[config.mk]
export PLATFORM = sky130hd
export DESIGN_NAME = node_ctrl
export DESIGN_NICKNAME = d
export VERILOG_FILES = /design/src/rtl/types_pkg.sv /design/src/rtl/node_decode.sv /design/src/rtl/node_ctrl.sv
export SDC_FILE = /design/constraint.sdc
export NUM_CORES = 1
export LEC_CHECK = 0
export ABC_AREA = 1
export BUFFER_PORTS_ARGS = -buffer_cell sky130_fd_sc_hd__buf_2
export CAP_MARGIN = 20
export CORE_MARGIN = 8
export CORE_UTILIZATION = 30
export DETAILED_ROUTE_END_ITERATION = 8
export PLACE_DENSITY_LB_ADDON = 0.05
export RECOVER_POWER = 50
export SYNTH_ARGS = -nofsm -noshare
export SYNTH_HDL_FRONTEND = slang
export SYNTH_SLANG_ARGS = --single-unit
[constraint.sdc]
create_clock -name CLK -period 9.85 [get_ports CLK]
set_clock_uncertainty 0.2 [all_clocks]
set_input_delay 1.97 -clock CLK [delete_from_list [all_inputs] [get_ports CLK]]
set_output_delay 1.97 -clock CLK [all_outputs]
set_load 0.1 [all_outputs]
[src/rtl/types_pkg.sv]
// Shared types for the TIS node control path: opcodes, port selectors, ALU ops, data words.
// Also holds the JRO target helper.
package types_pkg;

  localparam int unsigned IROM_DEPTH = 15;
  localparam int unsigned WORD_W     = 11;
  localparam int unsigned PC_W       = 4;
  localparam int          PC_MAX     = IROM_DEPTH - 1;
  localparam int          WORD_MAX   = 999;
  localparam int          WORD_MIN   = -999;

  typedef logic signed [WORD_W-1:0] word_t;
  typedef logic [PC_W-1:0]          pc_t;

  typedef enum logic [3:0] {
    OpNop  = 4'h0,
    OpMov  = 4'h1,
    OpMovi = 4'h2,
    OpSwp  = 4'h3,
    OpSav  = 4'h4,
    OpAdd  = 4'h5,
    OpAddi = 4'h6,
    OpSub  = 4'h7,
    OpSubi = 4'h8,
    OpNeg  = 4'h9,
    OpJmp  = 4'hA,
    OpJez  = 4'hB,
    OpJnz  = 4'hC,
    OpJgz  = 4'hD,
    OpJlz  = 4'hE,
    OpJro  = 4'hF
  } opcode_t;

  typedef enum logic [2:0] {
    SrcAcc   = 3'd0,
    SrcNil   = 3'd1,
    SrcUp    = 3'd2,
    SrcDown  = 3'd3,
    SrcLeft  = 3'd4,
    SrcRight = 3'd5,
    SrcAny   = 3'd6,
    SrcLast  = 3'd7
  } src_t;

  typedef enum logic [1:0] {
    AluPassB = 2'd0,
    AluAdd   = 2'd1,
    AluSub   = 2'd2,
    AluNeg   = 2'd3
  } aluop_t;

  typedef enum logic [2:0] {
    JcNone,
    JcAlways,
    JcEz,
    JcNz,
    JcGz,
    JcLz,
    JcRel
  } jump_cond_t;

  typedef struct packed {
    opcode_t            opcode;
    logic [WORD_W-1:0]  imm;
  } i_t;

  // ANY counts as a port: it needs a nodeio handshake even though nodeio picks the side.
  function automatic logic is_port(src_t s);
    return (s >= SrcUp) && (s <= SrcAny);
  endfunction

  function automatic pc_t jro_target(pc_t pc, word_t off);
    int sum;
    sum = int'(pc) + int'(off);
    if (sum < 0) return '0;
    if (sum > PC_MAX) return pc_t'(PC_MAX);
    return pc_t'(sum);
  endfunction

endpackage

[src/rtl/node_decode.sv]
// Combinational instruction decode for node_ctrl. With NODE_CTRL_ANY_LAST_EN defined, ANY stays
// a port selector; otherwise ANY (and LAST, via a NIL last_dir) collapse to NIL.
module node_decode
  import types_pkg::*;
(
  input  i_t         instr,
  input  src_t       last_dir,
  output opcode_t    opcode,
  output src_t       src_dir,
  output src_t       dst_dir,
  output logic       is_port_src,
  output logic       is_port_dst,
  output aluop_t     aluop,
  output word_t      imm_sext,
  output logic       acc_write,
  output logic       b_from_imm,
  output jump_cond_t jump_cond
);

`ifdef NODE_CTRL_ANY_LAST_EN
  localparam bit AnyEn = 1'b1;
`else
  localparam bit AnyEn = 1'b0;
`endif

  src_t raw_src;
  src_t raw_dst;
  logic uses_src;

  assign opcode   = instr.opcode;
  assign raw_src  = src_t'(instr.imm[2:0]);
  assign raw_dst  = src_t'(instr.imm[6:4]);
  assign imm_sext = $signed(instr.imm);

  always_comb begin
    src_dir = (raw_src == SrcLast) ? last_dir : raw_src;
    dst_dir = (raw_dst == SrcLast) ? last_dir : raw_dst;
    if (!AnyEn && (src_dir == SrcAny)) src_dir = SrcNil;
    if (!AnyEn && (dst_dir == SrcAny)) dst_dir = SrcNil;
  end

  assign uses_src    = opcode inside {OpMov, OpAdd, OpSub, OpJro};
  assign is_port_src = uses_src && is_port(src_dir);
  assign is_port_dst = (opcode == OpMov) && is_port(dst_dir);

  always_comb begin
    aluop      = AluPassB;
    acc_write  = 1'b0;
    b_from_imm = 1'b0;
    jump_cond  = JcNone;
    case (opcode)
      OpMov:  acc_write = (dst_dir == SrcAcc);
      OpMovi: begin
        acc_write  = 1'b1;
        b_from_imm = 1'b1;
      end
      OpAdd:  begin
        aluop     = AluAdd;
        acc_write = 1'b1;
      end
      OpAddi: begin
        aluop      = AluAdd;
        acc_write  = 1'b1;
        b_from_imm = 1'b1;
      end
      OpSub:  begin
        aluop     = AluSub;
        acc_write = 1'b1;
      end
      OpSubi: begin
        aluop      = AluSub;
        acc_write  = 1'b1;
        b_from_imm = 1'b1;
      end
      OpNeg:  begin
        aluop     = AluNeg;
        acc_write = 1'b1;
      end
      OpJmp:  jump_cond = JcAlways;
      OpJez:  jump_cond = JcEz;
      OpJnz:  jump_cond = JcNz;
      OpJgz:  jump_cond = JcGz;
      OpJlz:  jump_cond = JcLz;
      OpJro:  jump_cond = JcRel;
      default: ;
    endcase
  end

endmodule

[src/rtl/node_ctrl.sv]
// Instruction sequencer for one TIS node: issues datapath controls and runs blocking port transfers.
// NODE_CTRL_ANY_LAST_EN enables ANY port resolution by nodeio and the LAST direction register.
module node_ctrl
  import types_pkg::*;
(
  input  logic        CLK,
  input  logic        nRST,
  input  logic        halt,
  input  i_t          instr,
  input  pc_t         pc,
  input  word_t       acc,
  input  word_t       in_data,
  input  logic        rx_complete,
  input  logic        tx_complete,
  input  logic [2:0]  complete_dir,
  output aluop_t      aluop,
  output word_t       operand_b,
  output logic        acc_wen,
  output logic        acc_sav,
  output logic        acc_swp,
  output pc_t         jump_pc,
  output logic        jump_pc_en,
  output logic        stall,
  output logic        rx,
  output logic        tx,
  output src_t        direction,
  output word_t       out_data
);

  typedef enum logic [1:0] {StExec, StRdWait, StWrWait, StHalted} state_t;

  state_t     state_q, state_d;
  word_t      hold_q, hold_d;
  src_t       last_dir;

  opcode_t    opcode;
  src_t       src_dir;
  src_t       dst_dir;
  logic       is_port_src;
  logic       is_port_dst;
  aluop_t     dec_aluop;
  word_t      imm_sext;
  logic       acc_write;
  logic       b_from_imm;
  jump_cond_t jump_cond;

  word_t      local_val;
  word_t      b_val;
  logic       do_exec;
  logic       taken;

  node_decode u_decode (
    .instr       (instr),
    .last_dir    (last_dir),
    .opcode      (opcode),
    .src_dir     (src_dir),
    .dst_dir     (dst_dir),
    .is_port_src (is_port_src),
    .is_port_dst (is_port_dst),
    .aluop       (dec_aluop),
    .imm_sext    (imm_sext),
    .acc_write   (acc_write),
    .b_from_imm  (b_from_imm),
    .jump_cond   (jump_cond)
  );

  // Non-port sources: ACC or zero (NIL, and ANY/LAST when they resolve to nothing).
  assign local_val = (src_dir == SrcAcc) ? acc : '0;
  assign b_val     = b_from_imm ? imm_sext : ((state_q == StRdWait) ? in_data : local_val);

  always_comb begin
    unique case (jump_cond)
      JcAlways: taken = 1'b1;
      JcEz:     taken = (acc == '0);
      JcNz:     taken = (acc != '0);
      JcGz:     taken = !acc[WORD_W-1] && (acc != '0);
      JcLz:     taken = acc[WORD_W-1];
      JcRel:    taken = 1'b1;
      default:  taken = 1'b0;
    endcase
  end

  always_comb begin
    aluop      = AluPassB;
    operand_b  = '0;
    acc_wen    = 1'b0;
    acc_sav    = 1'b0;
    acc_swp    = 1'b0;
    jump_pc    = '0;
    jump_pc_en = 1'b0;
    stall      = 1'b0;
    rx         = 1'b0;
    tx         = 1'b0;
    direction  = SrcAcc;
    out_data   = '0;
    state_d    = state_q;
    hold_d     = hold_q;
    do_exec    = 1'b0;

    if (!nRST) begin
      state_d = StExec;
    end else if (halt) begin
      // Halt overrides any completion arriving this cycle.
      stall   = 1'b1;
      state_d = StHalted;
    end else begin
      unique case (state_q)
        StExec: begin
          if (is_port_src) begin
            rx        = 1'b1;
            direction = src_dir;
            stall     = 1'b1;
            state_d   = StRdWait;
          end else begin
            do_exec = 1'b1;
          end
        end
        StRdWait: begin
          rx        = 1'b1;
          direction = src_dir;
          stall     = 1'b1;
          if (rx_complete) begin
            if (is_port_dst) begin
              hold_d  = in_data;
              state_d = StWrWait;
            end else begin
              do_exec = 1'b1;
              stall   = 1'b0;
              state_d = StExec;
            end
          end
        end
        StWrWait: begin
          tx        = 1'b1;
          direction = dst_dir;
          out_data  = hold_q;
          stall     = 1'b1;
          if (tx_complete) begin
            stall   = 1'b0;
            state_d = StExec;
          end
        end
        StHalted: begin
          // One quiet cycle after release; the held pc is re-issued from StExec.
          stall   = 1'b1;
          state_d = StExec;
        end
        default: state_d = StExec;
      endcase

      if (do_exec) begin
        if (acc_write) begin
          aluop     = dec_aluop;
          operand_b = (dec_aluop == AluNeg) ? '0 : b_val;
          acc_wen   = 1'b1;
        end
        acc_sav = (opcode == OpSav);
        acc_swp = (opcode == OpSwp);
        if (is_port_dst) begin
          tx        = 1'b1;
          direction = dst_dir;
          out_data  = b_val;
          hold_d    = b_val;
          stall     = 1'b1;
          state_d   = StWrWait;
        end
        if (taken) begin
          jump_pc_en = 1'b1;
          jump_pc    = (jump_cond == JcRel) ? jro_target(pc, b_val) : imm_sext[PC_W-1:0];
        end
      end
    end
  end

  always_ff @(posedge CLK) begin
    if (!nRST) begin
      state_q <= StExec;
      hold_q  <= '0;
    end else begin
      state_q <= state_d;
      hold_q  <= hold_d;
    end
  end

`ifdef NODE_CTRL_ANY_LAST_EN
  src_t last_q, last_d;
  logic cdir_ok;

  assign cdir_ok  = (complete_dir >= 3'd2) && (complete_dir <= 3'd5);
  assign last_dir = last_q;

  // Remember which side an ANY transfer actually used.
  always_comb begin
    last_d = last_q;
    if (nRST && !halt && (direction == SrcAny) && cdir_ok &&
        (((state_q == StRdWait) && rx_complete) || ((state_q == StWrWait) && tx_complete))) begin
      last_d = src_t'(complete_dir);
    end
  end

  always_ff @(posedge CLK) begin
    if (!nRST) last_q <= SrcNil;
    else       last_q <= last_d;
  end
`else
  logic unused_complete_dir;

  assign last_dir            = SrcNil;
  assign unused_complete_dir = ^complete_dir;
`endif

endmodule
==> flow_summary.yaml, run 1 <==
clock_tree:
  clk_pin_slew_ps: 60
  cts_tree: "built"
  htreeDepth: 1
  cts_hold_buf: 0
  root_buffer: "clkbuf_8"
  cts_buffers: 3
  clockBufferDepth: 2
  clock_latency_ps: 250
  cts_setup_buffers: 0
  cts.repair.resized: 0
  cts_sinks: 13
drt:
  first_pass_iters: 5
  drc: 0
  avgRoutedWirePerCell_um: 14.6
  vias_per_cell: 4.88
  ant_nets: 0
  wirelength_um: 8230
  drtIter0Drc: 143
  vias: 2760
timing:
  max_slew_margin_pct: 21.8
  fin_setup_tns_ps: 0
  fmax_mhz: 133
  holdWs_ps: 308
  finalMaxSlewViolations: 0
  setup_viol: 0
  hold_violations: 0
  rsz0062_at_grt: "no"
  fin_crit_sh_pct: 76.1
  worstMarginPinSlew_ps: 1180
  fin_crit_ps: 7490
setup_path:
  criticalPathCategory: "input port to output pin"
  cpMaxStageDelayCell: "nor2_1"
  cp-start-kind: "input port"
  arrival_ps: 5320
  cp_slowest_stage_delay_ps: 760
  critPathCaptureType: "output pin"
  cp.required_ps: 7680
  reg2reg_depth: 11
  path_delay_family: "simple AND/OR/NAND/NOR gates"
  worstPathCellList: "clkbuf_1 > inv_1 > nand2_1 > o22ai_1 > o21ai_0 > nand2_1 > nand2_1 > inv_1 > nor2_1 > inv_1 > or2_0 > a21oi_1 > buf_2"
  critPathBufInv: 5
  crit_fanout: 15
  cp.depth: 13
synthesis:
  synth.distinct_cells: 39
  synth_edf_count: 0
  syn_area_mm2: 0.00212
  syn_nets: 448
  synth_seq_cells: 13
  ys.flop_type: "dfxtp_1"
  synth-warning-count: 0
  yosys.area.top_type: "nand2_1"
  synth_cells: 394
  async_flop_share_pct: 0
  syn_avg_cell_area_um2: 5.38
  synth_top_area_share_pct: 17.7
  ys_seq_area_share_pct: 12.3
  synth_commonest_cells: "nand2_1 (100), inv_1 (57), nor2_1 (54)"
  yosysMostFrequentCell: "nand2_1"
  synth.area.top_cells: "nand2_1 (18%), dfxtp_1 (12%), inv_1 (10%)"
floorplan:
  die_w_um: 100
  initial_core_util_pct: 31.0
  die_h_um: 100
  dieArea_mm2: 0.0100
  core-area_mm2: 0.00683
  io_pins: 87
  row_count: 30
cells_and_area:
  fillers: 840
  n_antenna_cell: 0
  stdcell_count: 565
  drive_above_1_share_pct: 20.5
  final_net_count: 524
  utilization_pct: 38.2
  areaGrowthSynthToFinish_pct: 23.0
global_routing:
  grtUsageTotal_pct: 16.1
  grt_pass1_wl_um: 13200
  grt_max_degree: 24
  antenna_found_initial: 0
  grt_pass1_vias: 2628
  overflow: 0
placed_design:
  post-dp-hpwl_um: 6780
  port_buffers: 83
  dp.cells: 561
  gp_congestion: 0.868
power:
  p_int_uw: 119
  p_comb_share_pct: 52.1
  power.leakage_nw: 1.45
  ir_drop_mv: 0.0633
  swShare_pct: 47.8
  power_frac_seq_pct: 26.2
  powerDensity_mw_per_mm2: 87.4
  switchingPower_uw: 109
  p_clk_share_pct: 21.7
run:
  drv_cap: 0
outcome:
  run_status: "complete, no violations"
min_path:
  hp-class: "register to register"
  hold_depth: 2
-- through the flow --
step | total power [mW] | worst slack [ps] | instance area [µm²]
final | 0.228 | 2360 | 2610
after global routing | 0.246 | 1970 | 2610
after CTS | 0.231 | 2640 | 2630
after detailed placement | 0.180 | 2650 | 2590
after global placement | 0.180 | 2630 | 2590
after floorplan | 0.147 | 2370 | 2120
-- cell families (layout without fill, tap and decap cells) --
group / Yosys count / count (layout) / share of synthesized area, %
adders and majority gates: 5 / 5 / 3.31
DFF: 13 / 13 / 12.3
muxes: 7 / 7 / 3.72
AOI/OAI and AO/OA: 79 / 79 / 21.9
buffers and inverters: 78 / 153 / 14.9
xor gates and xnor gates: 2 / 2 / 0.827
and+or+nand+nor: 210 / 210 / 43.1
-- cells in the final DEF (no fill, tap or decap), types with 2 or more instances in the layout --
| cell type | synthesis | routed |
|---|---|---|
| nor3_1 | 4 | 4 |
| nor2_2 | 3 | 3 |
| clkbuf_8 | 0 | 3 |
| ha_1 | 4 | 4 |
| inv_2 | 8 | 5 |
| nor2_1 | 54 | 55 |
| o21bai_1 | 2 | 2 |
| a21oi_1 | 26 | 26 |
| o211ai_1 | 12 | 12 |
| o21ai_0 | 20 | 21 |
| o2111ai_1 | 4 | 4 |
| nand4_1 | 2 | 2 |
| inv_1 | 57 | 60 |
| dfxtp_1 | 13 | 13 |
| nand2_1 | 100 | 101 |
| nand2_2 | 6 | 5 |
| o22ai_1 | 6 | 6 |
| clkbuf_1 | 4 | 14 |
| mux2_2 | 6 | 6 |
| o21ai_1 | 5 | 4 |
| nand3_1 | 34 | 34 |
| buf_2 | 3 | 70 |
-- routing by layer --
| layer | share of wire, % | track usage (%) | wire [µm] | up-vias |
|---|---|---|---|---|
| met3 | 6.3 | 2.42 | 517 | 9 |
| met4 | 1.5 | 5.12 | 127 | 0 |
| li1 | - | - | - | 1433 |
| met2 | 44 | 26.1 | 3650 | 95 |
| met1 | 48 | 21.1 | 3930 | 1223 |
| met5 | 0 | 0 | 0 | - |
-- power by group through the flow --
stage	clock [mW]	combinational, mW	sequential [mW]
2_1_floorplan	0	0.0883	0.0591
3_3_place_gp	0	0.120	0.0604
3_5_place_dp	0	0.120	0.0605
4_1_cts	0.0513	0.120	0.0594
5_1_grt	0.0528	0.133	0.0600
6_report	0.0494	0.119	0.0596
-- area by class of cell --
cell class / count / area, µm² / area share (%)
timing repair buffer: 83 / 399 / 15.3
sequential: 13 / 260 / 9.99
multi-input combinational: 303 / 1530 / 58.9
tap: 96 / 120 / 4.61
inverter: 66 / 248 / 9.51
clock buffer: 4 / 45.0 / 1.73
-- sequential cells by signal, summed over array words and instances (netlist names) --
signal / flops
hold_q: 11
state_q: 2
-- path summary, 6_finish.rpt --
check / from / to / slack [ps]
hold reg to reg: hold_q[5] / hold_q[5] / 310
hold / removal: hold_q[5] / hold_q[5] / 310
setup / recovery: instr[12] / out_data[4] / 2360
setup reg to reg: state_q[0] / hold_q[4] / 6480
-- tightest hold or removal path, stage by stage, from the launching register on --
cell	delay, ps
dfxtp_1	350
o211ai_1	90
inv_1	50
Note: power is estimated with default switching activity, not from simulation.
==> run 2, diff against run 1 <==
ABC_AREA = 0   (was 1)
clock period = 7.57 ns   (was 9.85 ns; I/O delays follow)
==> flow_summary.yaml, run 2 <==
synthesis:
  ys_seq_area_share_pct: 14.4
  synth_commonest_cells: "nor2_1 (31), a21oi_1 (26), o21ai_0 (17)"
  synth_seq_cells: 13
  yosys.area.top_type: "dfxtp_1"
  synth_cells: 260
  yosysMostFrequentCell: "nor2_1"
  synth.area.top_cells: "dfxtp_1 (14%), a21oi_1 (7.2%), nor2_1 (6.4%)"
  synth-warning-count: 0
  syn_avg_cell_area_um2: 6.97
  synth_edf_count: 0
  async_flop_share_pct: 0
  synth.distinct_cells: 65
  syn_nets: 314
  ys.flop_type: "dfxtp_1"
  synth_top_area_share_pct: 14.4
  syn_area_mm2: 0.00181
clock_tree:
  clk_pin_slew_ps: 50
  cts_buffers: 3
  cts.repair.resized: 0
  cts_sinks: 13
  cts_tree: "built"
  cts_hold_buf: 0
  clock_latency_ps: 250
  clockBufferDepth: 2
  root_buffer: "clkbuf_8"
  cts_setup_buffers: 0
  htreeDepth: 1
min_path:
  hold_depth: 2
  hp-class: "register to register"
drt:
  drtIter0Drc: 133
  vias_per_cell: 5.50
  first_pass_iters: 4
  vias: 2244
  ant_nets: 0
  avgRoutedWirePerCell_um: 18.1
  drc: 0
  wirelength_um: 7380
timing:
  hold_violations: 0
  worstMarginPinSlew_ps: 1180
  fmax_mhz: 148
  setup_viol: 0
  fin_crit_ps: 6750
  finalMaxSlewViolations: 0
  holdWs_ps: 325
  max_slew_margin_pct: 21.9
  fin_crit_sh_pct: 89.1
  fin_setup_tns_ps: 0
  rsz0062_at_grt: "no"
cells_and_area:
  seq_area_um2: 260
  regMostFlops: "hold_q"
  drive_above_1_share_pct: 25.8
  final_cell_mix: "buf_2 (70), nor2_1 (31), a21oi_1 (26)"
  n_antenna_cell: 0
  stdcell_count: 408
  reg_top3: "hold_q: 11 flops, state_q: 2 flops"
  final_net_count: 388
  multiInputGateArea_mm2: 0.00141
  largest_reg_flops: 11
  layout_commonest_cell: "buf_2"
  areaGrowthSynthToFinish_pct: 25.6
  fillers: 660
  utilization_pct: 38.7
setup_path:
  cp-start-kind: "input port"
  arrival_ps: 5030
  worstPathCellList: "buf_2 > nor3_2 > and2_0 > a22oi_1 > o21ai_1 > ha_1 > a21o_1 > a21oi_1 > o21bai_1 > a211o_1 > nand2_1 > o21a_1 > a32o_1 > buf_2"
  crit_fanout: 7
  cpMaxStageDelayCell: "o21ai_1"
  critPathCaptureType: "output pin"
  criticalPathCategory: "input port to output pin"
  reg2reg_depth: 6
  cp.required_ps: 5860
  path_common_cell: "buf_2"
  cp_slowest_stage_delay_ps: 440
global_routing:
  grt_pass1_vias: 2217
  antenna_found_initial: 0
  globalRouteMet1Util_pct: 21.3
  overflow: 0
  grt-busiest-layer: "met2"
  grtUsageMet3_pct: 3.12
  grt_util_met2_pct: 26.8
  grtUsageTotal_pct: 16.3
  grt_pass1_wl_um: 11600
  grt_max_degree: 17
placed_design:
  post-dp-hpwl_um: 5970
  dp.cells: 404
  port_buffers: 83
  gp_congestion: 0.787
floorplan:
  dieArea_mm2: 0.00879
  core-area_mm2: 0.00589
  die_w_um: 93.7
  io_pins: 87
  initial_core_util_pct: 30.8
  die_h_um: 93.7
  row_count: 28
power:
  power.leakage_nw: 1.02
  ir_drop_mv: 0.0869
  powerDensity_mw_per_mm2: 112
outcome:
  run_status: "complete, no violations"
run:
  drv_cap: 0
## run 2: cell count changes after synthesis, moves of 7 or more
cell and delta:
a22oi_1 +12, nand2_1 -84, nand3_1 -28, a31oi_1 +7
inv_1 -44, inv_2 -7, o211ai_1 -10, nor2_1 -23
## run 2: cell type report
class / instances / share of cell area, %
Tap cell: 75 / 4.12
Sequential cell: 13 / 11.4
Inverter: 14 / 2.31
Multi-Input combinational cell: 217 / 62.0
Timing Repair Buffer: 85 / 18.2
Clock buffer: 4 / 1.98
## run 2: stage by stage
stage          cell area [µm²]  setup WS (ps)  total power [mW]
3_3_place_gp              2250            890             0.195
2_1_floorplan             1810            411             0.158
5_1_grt                   2280            550             0.270
3_5_place_dp              2250            887             0.195
6_report                  2280            824             0.256
4_1_cts                   2300            875             0.257
## run 2: layer usage
layer  vias to the layer above  share of wire (%)
met2                        77                 46
li1                       1117                  -
met3                         5                8.7
met4                         0               0.88
met1                      1045                 45
met5                         -                  0
## run 2: cell families (layout without fill, tap and decap cells)
group / after synthesis / count (layout) / synth area share [%]
XOR/XNOR: 5 / 5 / 2.42
AO/OA/AOI/OAI: 102 / 102 / 37.3
flip-flops: 13 / 13 / 14.4
multiplexers: 6 / 6 / 3.66
AND/OR/NAND/NOR: 99 / 99 / 30.9
buffers and inverters: 30 / 103 / 7.45
adder cells (fa/ha/maj): 5 / 5 / 3.86
## run 2: path summary, 6_finish.rpt
check / endpoint / from / slack, ps
worst max-delay path: jump_pc[0] / instr[2] / 820
worst min register to register: hold_q[5] / hold_q[5] / 330
worst min-delay path: hold_q[5] / hold_q[5] / 330
worst max register to register: hold_q[8] / state_q[0] / 4500
## run 2: report_power, final
group	switching, mW	internal, mW
registers	0.00305	0.0698
logic	0.0821	0.0372
clock network	0.0263	0.0373
total	0.111	0.144
## run 2: worst max-delay path: cells and delay by family
kind	cells	cell delay (ps)
and+or+nand+nor	3	920
AOI/OAI and AO/OA	8	1680
buffers and inverters	2	590
adders and majority gates	1	330
==> run 3, diff against run 2 <==
clock period = 6.41 ns   (was 7.57 ns; I/O delays follow)
==> flow_summary.yaml, run 3 (synthesis results as in run 2) <==
placed_design:
  gp_congestion: 0.772
  place_ws_ps: 507
  post-dp-hpwl_um: 5990
  port_buffers: 83
  dp.cells: 411
clock_tree:
  clock_latency_ps: 250
  cts.repair.resized: 0
  cts_buffers: 3
  clockBufferDepth: 2
  cts_setup_buffers: 0
  htreeDepth: 1
  cts_sinks: 13
  cts_tree: "built"
  clk_pin_slew_ps: 60
  root_buffer: "clkbuf_8"
  cts_hold_buf: 0
cells_and_area:
  regMostFlops: "hold_q"
  fillers: 654
  reg_top3: "hold_q: 11 flops, state_q: 2 flops"
  largest_reg_flops: 11
  drive_above_1_share_pct: 27.6
  areaGrowthSynthToFinish_pct: 28.8
  n_antenna_cell: 0
  stdcell_count: 415
  final_cell_mix: "buf_2 (70), nor2_1 (31), a21oi_1 (26)"
  final_net_count: 395
  layout_commonest_cell: "buf_2"
setup_path:
  cp_slowest_stage_delay_ps: 470
  reg2reg_depth: 6
  r2r_end: "hold_q[1]"
  cp-start-kind: "input port"
  arrival_ps: 4500
  crit_fanout: 13
  reg2reg_slack_ps: 3340
  cp.required_ps: 4930
  critPathLaunch: "instr[12]"
  criticalPathCategory: "input port to output pin"
  r2r_start: "state_q[0]"
  cp-endpoint: "jump_pc[0]"
  critPathCaptureType: "output pin"
  cpMaxStageDelayCell: "or3b_4"
  path_common_cell: "nand2_1"
  worstPathCellList: "clkbuf_1 > or3b_4 > a21oi_4 > nand2_1 > o21ai_1 > ha_1 > a21oi_1 > o21bai_1 > a211o_1 > nand2_1 > o21a_1 > a32o_1 > buf_2"
power:
  powerDensity_mw_per_mm2: 131
  switchingPower_uw: 131
  swShare_pct: 42.9
  p_comb_share_pct: 47.6
  p_clk_share_pct: 24.2
  power_frac_seq_pct: 28.1
  power.leakage_nw: 1.06
  p_int_uw: 174
  ir_drop_mv: 0.113
min_path:
  hp-class: "register to register"
timing:
  fin_crit_sh_pct: 93.3
  setup_slack_ps: 433
  fmax_mhz: 167
  fin_crit_ps: 5980
  max_slew_margin_pct: 22.0
  finalMaxSlewViolations: 0
  holdWs_ps: 328
  setup_viol: 0
  rsz0062_at_grt: "no"
  fin_setup_tns_ps: 0
  hold_violations: 0
  worstMarginPinSlew_ps: 1170
global_routing:
  grt_pass1_wl_um: 11500
  grtUsageTotal_pct: 16.1
  grt_max_degree: 17
  grt_pass1_vias: 2231
  overflow: 0
  antenna_found_initial: 0
drt:
  drtIter0Drc: 76
  ant_nets: 0
  first_pass_iters: 4
  vias_per_cell: 5.36
  vias: 2225
  avgRoutedWirePerCell_um: 17.7
  drc: 0
  wirelength_um: 7360
outcome:
  run_status: "complete, no violations"
floorplan:
  dieArea_mm2: 0.00879
  io_pins: 87
  die_w_um: 93.7
  initial_core_util_pct: 30.8
  core-area_mm2: 0.00589
  row_count: 28
  die_h_um: 93.7
run:
  drv_cap: 0
==> run 3: cell types whose count changed in the layout (fill, tap and decap cells not counted), sizes merged <==
cell,delta
buf,+7
==> run 3: worst min-delay path by stage <==
stage / start / to / slack [ps] / cells past startpoint
final: hold_q[5] / hold_q[5] / 330 / 2
after detailed placement: hold_q[5] / hold_q[5] / 310 / 2
after floorplan: hold_q[5] / hold_q[5] / 280 / 2
after global routing: hold_q[6] / hold_q[6] / 350 / 2
after CTS: hold_q[5] / hold_q[5] / 330 / 2
after global placement: hold_q[5] / hold_q[5] / 300 / 2
==> run 3: per-layer routing <==
layer | global-route usage, % | vias up | part of all wire, %
met4 | 4.89 | 0 | 1.2
met1 | 21.5 | 1021 | 48
met2 | 25.8 | 67 | 44
li1 | - | 1131 | -
met3 | 2.48 | 6 | 6.7
met5 | 0 | - | 0
==> run 3: layout make-up <==
cell class	count	area, µm²	share of cell area (%)
Tap cell	75	93.8	4.02
Clock buffer	4	45.0	1.93
Inverter	14	52.6	2.25
Timing Repair Buffer	92	467	20.0
Sequential cell	13	260	11.1
Multi-Input combinational cell	217	1420	60.7
==> run 3: through the flow <==
step	utilization [%]	cell area, µm²	power [mW]
after CTS	40.1	2360	0.309
final	39.7	2340	0.306
after global routing	39.7	2340	0.326
after floorplan	-	1820	0.187
after detailed placement	39.3	2310	0.235
after global placement	39.3	2310	0.235
==> run 3: worst max-delay path, delay by kind of cell <==
family | cells | cell delay (ps)
fa+ha+maj | 1 | 340
compound gates | 7 | 1540
buf+inv | 2 | 650
simple gates | 3 | 670
==> run 3: power by group through the flow <==
stage / sequential, mW / clock [mW] / combinational (mW)
after floorplan: 0.0852 / 0 / 0.101
after global placement: 0.0876 / 0 / 0.148
after detailed placement: 0.0876 / 0 / 0.147
after CTS: 0.0859 / 0.0751 / 0.148
after global routing: 0.0863 / 0.0811 / 0.159
final: 0.0860 / 0.0741 / 0.146
